### src/rtl/nn_layer_sequencer_pkg.sv
// Shared encodings for the fully-connected layer sequencer: FSM states,
// sticky error codes and bit positions within the MAC state word.
package nn_layer_sequencer_pkg;

  typedef enum logic [2:0] {
    ST_IDLE  = 3'd0,
    ST_ISSUE = 3'd1,
    ST_ACK   = 3'd2,
    ST_RUN   = 3'd3,
    ST_WRITE = 3'd4,
    ST_FIN   = 3'd5,
    ST_ABORT = 3'd6
  } seq_state_t;

  typedef enum logic [1:0] {
    ERR_NONE       = 2'd0,
    ERR_BAD_LEN    = 2'd1,
    ERR_MAC_REJECT = 2'd2,
    ERR_TIMEOUT    = 2'd3
  } seq_err_t;

  localparam int MS_FINISH    = 0;
  localparam int MS_BUS_CRASH = 3;
  localparam int MS_REQ_ERR   = 5;
  localparam int MS_EDB_BUSY  = 6;

  // The MAC refuses a start either on a request error or a bus crash.
  function automatic logic mac_rejected(input logic [7:0] ms);
    return ms[MS_REQ_ERR] | ms[MS_BUS_CRASH];
  endfunction

endpackage

### src/rtl/nn_layer_sequencer_timeout.sv
// Loadable down-counter bounding how long the MAC may take to acknowledge a
// start by dropping mac_finish; expired is high once the budget is spent.
module nn_seq_timeout #(
  parameter int TMO = 64
) (
  input  logic clk,
  input  logic rst,
  input  logic load,
  input  logic dec,
  output logic expired
);

  localparam int CW = $clog2(TMO + 1);

  logic [CW-1:0] count_reg;

  // Loaded with TMO-1 so that expiry is seen on the TMO-th decrementing cycle.
  always_ff @(posedge clk) begin
    if (rst) begin
      count_reg <= '0;
    end else if (load) begin
      count_reg <= CW'(TMO - 1);
    end else if (dec && (count_reg != '0)) begin
      count_reg <= count_reg - CW'(1);
    end
  end

  assign expired = (count_reg == '0);

endmodule

### src/rtl/nn_layer_sequencer.sv
// Runs one fully-connected layer: per neuron it starts the MAC, waits for the
// finish handshake and stores the accumulated result at the neuron index.
module nn_layer_sequencer
  import nn_layer_sequencer_pkg::*;
#(
  parameter int AWIDTH = 8,
  parameter int DWIDTH = 32,
  parameter int NWIDTH = 8,
  parameter int TMO    = 64
) (
  input  logic              clk,
  input  logic              rst,
  input  logic              layer_start,
  input  logic [AWIDTH-1:0] n_inputs,
  input  logic [NWIDTH-1:0] n_neurons,
  output logic [AWIDTH:0]   mac_ctrl,
  input  logic [7:0]        mac_state,
  input  logic [DWIDTH-1:0] acc_result,
  output logic [NWIDTH-1:0] wpage,
  output logic              res_we,
  output logic [NWIDTH-1:0] res_addr,
  output logic [DWIDTH-1:0] res_data,
  output logic              busy,
  output logic              done,
  output logic [1:0]        err
);

  seq_state_t        state_reg;
  seq_state_t        state_next;
  seq_err_t          err_reg;
  logic              issue_second_reg;
  logic [NWIDTH-1:0] idx_reg;
  logic [AWIDTH-1:0] n_inputs_reg;
  logic [NWIDTH-1:0] n_neurons_reg;

  logic              accept;
  logic              bad_len;
  logic              mac_reject;
  logic              mac_finish;
  logic              last_neuron;
  logic              tmo_load;
  logic              tmo_dec;
  logic              tmo_expired;
  logic [AWIDTH-1:0] loop_count;
  logic              unused_mac_bits;

  assign accept      = (state_reg == ST_IDLE) && layer_start;
  assign bad_len     = (n_inputs == '0);
  assign mac_reject  = mac_rejected(mac_state);
  assign mac_finish  = mac_state[MS_FINISH];
  assign last_neuron = (idx_reg == (n_neurons_reg - NWIDTH'(1)));
  // The MAC walks addresses 0..loop inclusive, hence one less than the length.
  assign loop_count  = n_inputs_reg - AWIDTH'(1);

  assign unused_mac_bits = ^{mac_state[7:6], mac_state[4], mac_state[2:1]};

  // Budget restarts each time a neuron's start phase begins; only ACK spends it.
  assign tmo_load = (state_next == ST_ISSUE) && (state_reg != ST_ISSUE);
  assign tmo_dec  = (state_reg == ST_ACK);

  nn_seq_timeout #(
    .TMO(TMO)
  ) u_timeout (
    .clk     (clk),
    .rst     (rst),
    .load    (tmo_load),
    .dec     (tmo_dec),
    .expired (tmo_expired)
  );

  always_ff @(posedge clk) begin
    if (rst) begin
      state_reg <= ST_IDLE;
    end else begin
      state_reg <= state_next;
    end
  end

  always_comb begin
    state_next = state_reg;
    case (state_reg)
      ST_IDLE: begin
        if (layer_start && !bad_len) begin
          state_next = (n_neurons == '0) ? ST_FIN : ST_ISSUE;
        end
      end
      ST_ISSUE: begin
        if (mac_reject) begin
          state_next = ST_ABORT;
        end else if (issue_second_reg) begin
          state_next = ST_ACK;
        end
      end
      ST_ACK: begin
        if (mac_reject) begin
          state_next = ST_ABORT;
        end else if (!mac_finish) begin
          state_next = ST_RUN;
        end else if (tmo_expired) begin
          state_next = ST_ABORT;
        end
      end
      ST_RUN: begin
        if (mac_finish) begin
          state_next = ST_WRITE;
        end
      end
      ST_WRITE: begin
        state_next = last_neuron ? ST_FIN : ST_ISSUE;
      end
      ST_FIN:   state_next = ST_IDLE;
      ST_ABORT: state_next = ST_IDLE;
      default:  state_next = ST_IDLE;
    endcase
  end

  always_comb begin
    mac_ctrl = '0;
    busy     = 1'b0;
    done     = 1'b0;
    res_we   = 1'b0;
    res_addr = '0;
    res_data = '0;
    case (state_reg)
      ST_ISSUE: begin
        mac_ctrl = {loop_count, 1'b1};
        busy     = 1'b1;
      end
      ST_ACK, ST_RUN: begin
        mac_ctrl = {loop_count, 1'b0};
        busy     = 1'b1;
      end
      ST_WRITE: begin
        mac_ctrl = {loop_count, 1'b0};
        busy     = 1'b1;
        // A reset landing on the write cycle must not corrupt the buffer.
        res_we   = !rst;
        res_addr = idx_reg;
        res_data = acc_result;
      end
      ST_FIN: begin
        done = 1'b1;
      end
      default: begin
      end
    endcase
  end

  always_ff @(posedge clk) begin
    if (rst) begin
      issue_second_reg <= 1'b0;
      idx_reg          <= '0;
      n_inputs_reg     <= '0;
      n_neurons_reg    <= '0;
      err_reg          <= ERR_NONE;
    end else begin
      issue_second_reg <= (state_reg == ST_ISSUE) && (state_next == ST_ISSUE);

      if (accept) begin
        err_reg <= bad_len ? ERR_BAD_LEN : ERR_NONE;
        if (!bad_len) begin
          n_inputs_reg  <= n_inputs;
          n_neurons_reg <= n_neurons;
          idx_reg       <= '0;
        end
      end else if (((state_reg == ST_ISSUE) || (state_reg == ST_ACK)) && mac_reject) begin
        err_reg <= ERR_MAC_REJECT;
      end else if ((state_reg == ST_ACK) && mac_finish && tmo_expired) begin
        err_reg <= ERR_TIMEOUT;
      end

      // wpage returns to page 0 whenever the layer ends, normally or not.
      if (state_reg == ST_WRITE) begin
        idx_reg <= last_neuron ? '0 : idx_reg + NWIDTH'(1);
      end else if (state_reg == ST_ABORT) begin
        idx_reg <= '0;
      end
    end
  end

  assign wpage = idx_reg;
  assign err   = err_reg;

endmodule

### config.mk
export PLATFORM = sky130hd
export DESIGN_NAME = nn_layer_sequencer
export DESIGN_NICKNAME = d
export VERILOG_FILES = /design/src/rtl/nn_layer_sequencer_pkg.sv /design/src/rtl/nn_layer_sequencer_timeout.sv /design/src/rtl/nn_layer_sequencer.sv
export SDC_FILE = /design/constraint.sdc
export NUM_CORES = 1
export LEC_CHECK = 0
export CORE_ASPECT_RATIO = 1.5
export CORE_MARGIN = 3
export CORE_UTILIZATION = 41
export DETAILED_ROUTE_END_ITERATION = 7
export PLACE_DENSITY = 0.89
export RECOVER_POWER = 50
export SLEW_MARGIN = 0
export SYNTH_ARGS = -nofsm -noshare
export SYNTH_HDL_FRONTEND = slang
export SYNTH_SLANG_ARGS = --single-unit
### constraint.sdc
create_clock -name clk -period 2.4 [get_ports clk]
set_input_delay 0.24 -clock clk [delete_from_list [all_inputs] [get_ports clk]]
set_output_delay 0.24 -clock clk [all_outputs]
set_load 0.05 [all_outputs]
==> results of run 1 <==
[cell usage in the layout (no fill, tap or decap), types with 9 or more instances in the layout]
cell type	instances
mux2i_1	10
a21oi_1	10
inv_1	12
and3_1	41
nor3_1	9
dfxtp_1	37
clkdlybuf4s50_1	52
dlygate4sd3_1	11
xor2_1	17
nor2_1	46
buf_12	43
buf_4	17
[per-layer routing]
| metal | vias to the layer above | wire (um) | share of wire | global-route usage |
|---|---|---|---|---|
| li1 | 1349 | - | - | - |
| met1 | 1322 | 2970 | 0.36 | 0.224 |
| met2 | 104 | 4530 | 0.56 | 0.451 |
| met3 | 25 | 418 | 0.051 | 0.0467 |
| met4 | 0 | 240 | 0.029 | 0.0962 |
| met5 | - | 0 | 0 | 0 |
[synth_stat cells (5+ instances only)]
library cell | n | area, um2
nor3_1 | 9 | 45.0
xnor2_1 | 8 | 70.1
and4_1 | 5 | 43.8
o22ai_1 | 6 | 37.5
o21ai_0 | 8 | 40.0
xor2_1 | 17 | 149
nor3b_1 | 5 | 37.5
dfxtp_1 | 37 | 741
mux2i_1 | 10 | 100
nand3_1 | 6 | 30.0
nor2_1 | 47 | 176
nand2_1 | 8 | 30.0
clkbuf_1 | 14 | 52.6
and3_1 | 41 | 257
inv_1 | 12 | 45.0
a21oi_1 | 10 | 50.1
[power by group]
group          internal [W]  total, W  switching [W]
Combinational      0.000775   0.00187        0.00109
Sequential         0.000717  0.000829       0.000112
Clock              0.000265  0.000508       0.000242
[how the worst max path moves through the flow]
stage	start	to	slack [ps]	depth (start not counted)
after CTS	mac_state[3]	u_timeout.count_reg[6]$_SDFFE_PP0P_	320	6
after detailed placement	mac_state[3]	u_timeout.count_reg[6]$_SDFFE_PP0P_	20	6
final	n_inputs_reg[2]$_SDFFE_PP0P_	mac_ctrl[6]	210	5
after global placement	mac_state[0]	u_timeout.count_reg[6]$_SDFFE_PP0P_	40	6
after global routing	state_reg[0]$_SDFF_PP0_	res_we	110	5
after floorplan	state_reg[1]$_SDFF_PP0_	u_timeout.count_reg[6]$_SDFFE_PP0P_	80	6
[cells by family (layout without fill, tap and decap cells)]
| family | Yosys count | in the layout | synth area share |
|---|---|---|---|
| adders and majority gates | 4 | 4 | 0.0201 |
| and+or+nand+nor | 149 | 149 | 0.348 |
| muxes | 10 | 10 | 0.0403 |
| DFF | 37 | 37 | 0.298 |
| xor gates and xnor gates | 25 | 25 | 0.0881 |
| buffers and inverters | 32 | 153 | 0.0549 |
| AOI/OAI and AO/OA | 49 | 49 | 0.150 |
[cell type report]
class	count	area (um2)	area share
clock buffer	7	96.3	0.0223
sequential	37	741	0.172
multi-input combinational	237	1610	0.374
inverter	12	45.0	0.0104
clock inverter	1	8.76	0.00203
timing repair buffer	133	1720	0.399
tap	72	90.1	0.0209
[stage by stage]
step	utilization	worst slack (ps)	area, um2
final	0.740	212	4310
after detailed placement	0.733	20.6	4270
after global routing	0.740	106	4310
after CTS	0.751	322	4380
after global placement	0.733	43.9	4270
after floorplan	-	81.4	2490
[worst max-delay path, stage by stage (launching register included)]
cell and delay [ps]:
dfxtp_1 360, nor2_1 190, nand3_1 170, or3_1 350
a21oi_1 150, dlymetal6s2s_1 430
==> impl_metrics.ini, run 1 <==
[global_route]
antenna_found_initial = 0
gr-total-overflow = 0
grt_pass1_wl_um = 13000
grt_pass1_vias = 2747
grt_use_total = 0.227
grt_max_degree = 40

[clock_tree]
holdBufCountCts = 0
cts_root_buffer = clkbuf_8
cts_inserted_buffers = 5
insertion_delay_ps = 300
post_cts.repair.setup_buffers = 0
cts_tree = yes
cts_sinks = 37
htree_levels = 2
clkTransAtPathRegs_ps = 80
clock_path_buffers = 2
post_cts_resized = 0

[sta]
timing.clock.skew_ps = 10.7
finalSetupTns_ps = 0
period_needed_ps = 2190
post-route-period-util = 0.912
hold_violations = 0
slew_violations = 0
grt_setup_unrepaired = false
holdWs_ps = 470
fmax_mhz = 457
worst_slew_pin_slew_ps = 578
setup_viol = 0
max_slew_margin = 0.614

[power_and_ir_drop]
vdd_drop_max_v = 0.000862
p_leak_nw = 1.97
power.total_w = 0.00320
p_per_area_nw_per_um2 = 743

[synthesis]
synth-main-ff-cell = dfxtp_1
synth_area_um2 = 2490
synth_fp_nets = 369
synth_area_per_cell_um2 = 8.12
yosysSeqAreaShare = 0.298
ys_seq_elements = 37
synth_edf_count = 0
syn_inst = 306
yosysWarningCount = 0
yosysUniqueCellTypes = 54
ys_async_sr_fraction = 0

[setup_path]
r2r_end = u_timeout.count_reg[3]$_SDFFE_PP0P_
r2r_cells = 8
cp-start-kind = register
end_kind = output port
required_ps = 2160
critPathArrivalTime_ps = 1950
critPathKind = register to output port
r2r_setup_slack_ps = 310
cp_max_fo = 4
reg2reg_from = u_timeout.count_reg[0]$_SDFFE_PP0P_

[floorplanning]
std_cell_rows = 34
start_util = 0.427
die_area_um2 = 7050
die_y_um = 101
ioPinCount = 121
fp.dieW_um = 69.6
core_um2 = 5830

[finish]
drive_gt1_frac = 0.187
finalNonFillerCells = 499
fin_nets = 489
area_growth_pct = 73.4
fillers = 388
diodes = 0

[drt]
wl_per_cell_um = 16.3
drt_iter0_markers = 128
drtPass1Iterations = 6
ant_nets = 0
remaining_drc_errors = 0
viasPerCell = 5.61
vias = 2800
routed_wl_um = 8160

[worst_hold_path]
worstHoldStart = u_timeout.count_reg[6]$_SDFFE_PP0P_
holdPathEnd = u_timeout.count_reg[6]$_SDFFE_PP0P_
holdPathStages = 1
worstHoldPathType = register to register

[flow_run]
maxCapViolCount = 0

[placement]
place_congestion = 0.832
dp_hpwl_um = 6470
placed_cells = 491
portBuffers = 115

[status]
outcome = completed
Note: power is estimated with default switching activity, not from simulation.
==> run 2: changes to the inputs <==
Settings changed: CORE_UTILIZATION 41 to 30, PLACE_DENSITY 0.89 to 0.7.
==> impl_metrics.ini, run 2 (synthesis results as in run 1) <==
[status]
outcome = completed

[sta]
grt_setup_unrepaired = false
max_slew_margin = 0.565
timing.clock.skew_ps = 3.72
setup_viol = 0
hold_violations = 0
slew_violations = 0
worst_slew_pin_slew_ps = 655
period_needed_ps = 2250
setup_slack_ps = 150
fmax_mhz = 444
post-route-period-util = 0.938
finalSetupTns_ps = 0

[placement]
place_congestion = 0.867
portBuffers = 115
dp_hpwl_um = 6300
preCtsSetupSlack_ps = -23.4
placed_cells = 524
placed_cell_area_um2 = 4320

[power_and_ir_drop]
vdd_drop_max_v = 0.000636
p_leak_nw = 1.85
p_per_area_nw_per_um2 = 799
power.total_w = 0.00339

[floorplanning]
ioPinCount = 121
core_um2 = 8060
std_cell_rows = 40
fp.dieW_um = 80.3
die_y_um = 117
die_area_um2 = 9440
start_util = 0.309

[setup_path]
crit_buf_inv = 3
crit_path_frequent_cell = clkbuf_2
required_ps = 2160
slowest_delay_ps = 460
end_kind = output port
critical-path-top-delay-family = buffers and inverters
cp_cell_sequence = buf_4 -> nor2_1 -> clkbuf_2 -> and3_1 -> clkbuf_2
crit_slowest_cell = clkbuf_2
cp-start-kind = register
cp_max_fo = 32
path_depth = 5
critPathArrivalTime_ps = 2010
r2r_cells = 6
critPathKind = register to output port

[finish]
area_growth_pct = 70.5
drive_gt1_frac = 0.190
final_area_um2 = 4240
layout_common_cells = 53 x clkdlybuf4s50_1, 47 x nor2_1, 41 x and3_1, 37 x dfxtp_1, 37 x buf_12
final_common_cell = clkdlybuf4s50_1
finalNonFillerCells = 532
diodes = 0
fin_nets = 489
fillers = 737

[global_route]
grt_use_total = 0.164
grt_max_degree = 40
antenna_found_initial = 0
grt_pass1_vias = 2569
gr-total-overflow = 0
grt_pass1_wl_um = 12500

[drt]
routed_wl_um = 8040
drtPass1Iterations = 4
vias = 2673
wl_per_cell_um = 15.1
ant_nets = 0
drt_iter0_markers = 134
remaining_drc_errors = 0
viasPerCell = 5.02

[flow_run]
maxCapViolCount = 0

[clock_tree]
insertion_delay_ps = 280
htree_levels = 2
holdBufCountCts = 0
clkTransAtPathRegs_ps = 60
cts_tree = yes
cts_sinks = 37
cts_root_buffer = clkbuf_16
post_cts.repair.setup_buffers = 0
cts_inserted_buffers = 5
post_cts_resized = 0
clock_path_buffers = 2

[worst_hold_path]
worstHoldPathType = register to register
holdPathStages = 1
run 2: changes by cell type in the layout (fill, tap and decap cells not counted), moves of 2 or more:
cell            change
clkbuf_2            +8
clkbuf_8            -7
dlymetal6s2s_1      -7
buf_12              -6
clkbuf_1            +5
clkbuf_16           +5
clkinv_2            +2
run 2: cell type report:
cell class / count / area, um2 / share of cell area
clock buffers: 5 / 125 / 0.0295
clock inverters: 3 / 17.5 / 0.00413
inverters: 12 / 45.0 / 0.0106
multi-input cells: 237 / 1610 / 0.380
flip-flops and latches: 37 / 741 / 0.175
well taps: 105 / 131 / 0.0310
repair buffers: 133 / 1570 / 0.370
run 2: power by group:
part / internal [W] / switching (W)
combinational: 0.000835 / 0.00109
sequential: 0.000718 / 0.000108
clock: 0.000380 / 0.000257
run 2: path summary, 6_finish.rpt:
| path | start | endpoint | slack [ps] |
|---|---|---|---|
| worst max-delay path | state_reg[1]$_SDFF_PP0_ | res_data[18] | 150 |
| worst min-delay path | u_timeout.count_reg[6]$_SDFFE_PP0P_ | u_timeout.count_reg[6]$_SDFFE_PP0P_ | 450 |
| worst max register to register | state_reg[2]$_SDFF_PP0_ | wpage[5]$_SDFFE_PP0P_ | 230 |
| worst min register to register | u_timeout.count_reg[6]$_SDFFE_PP0P_ | u_timeout.count_reg[6]$_SDFFE_PP0P_ | 450 |
run 2: per-layer routing:
layer / track usage / vias to the layer above / share of wire
li1: - / 1337 / -
met1: 0.174 / 1234 / 0.38
met2: 0.309 / 91 / 0.54
met3: 0.0345 / 11 / 0.064
met4: 0.0571 / 0 / 0.016
met5: 0 / - / 0
run 2: per-stage QoR:
stage               hold slack, ps  utilization
detailed placement             451        0.536
finish                         453        0.526
CTS                            453        0.553
global route                   469        0.526
global placement               448        0.536
floorplan                      376            -
run 2: worst reg2reg max path: stages, from the launching register on:
cell	delay, ps
dfxtp_1	340
nor4b_4	340
a21boi_4	260
buf_4	360
o32ai_1	180
o311ai_2	450
nor2_1	100
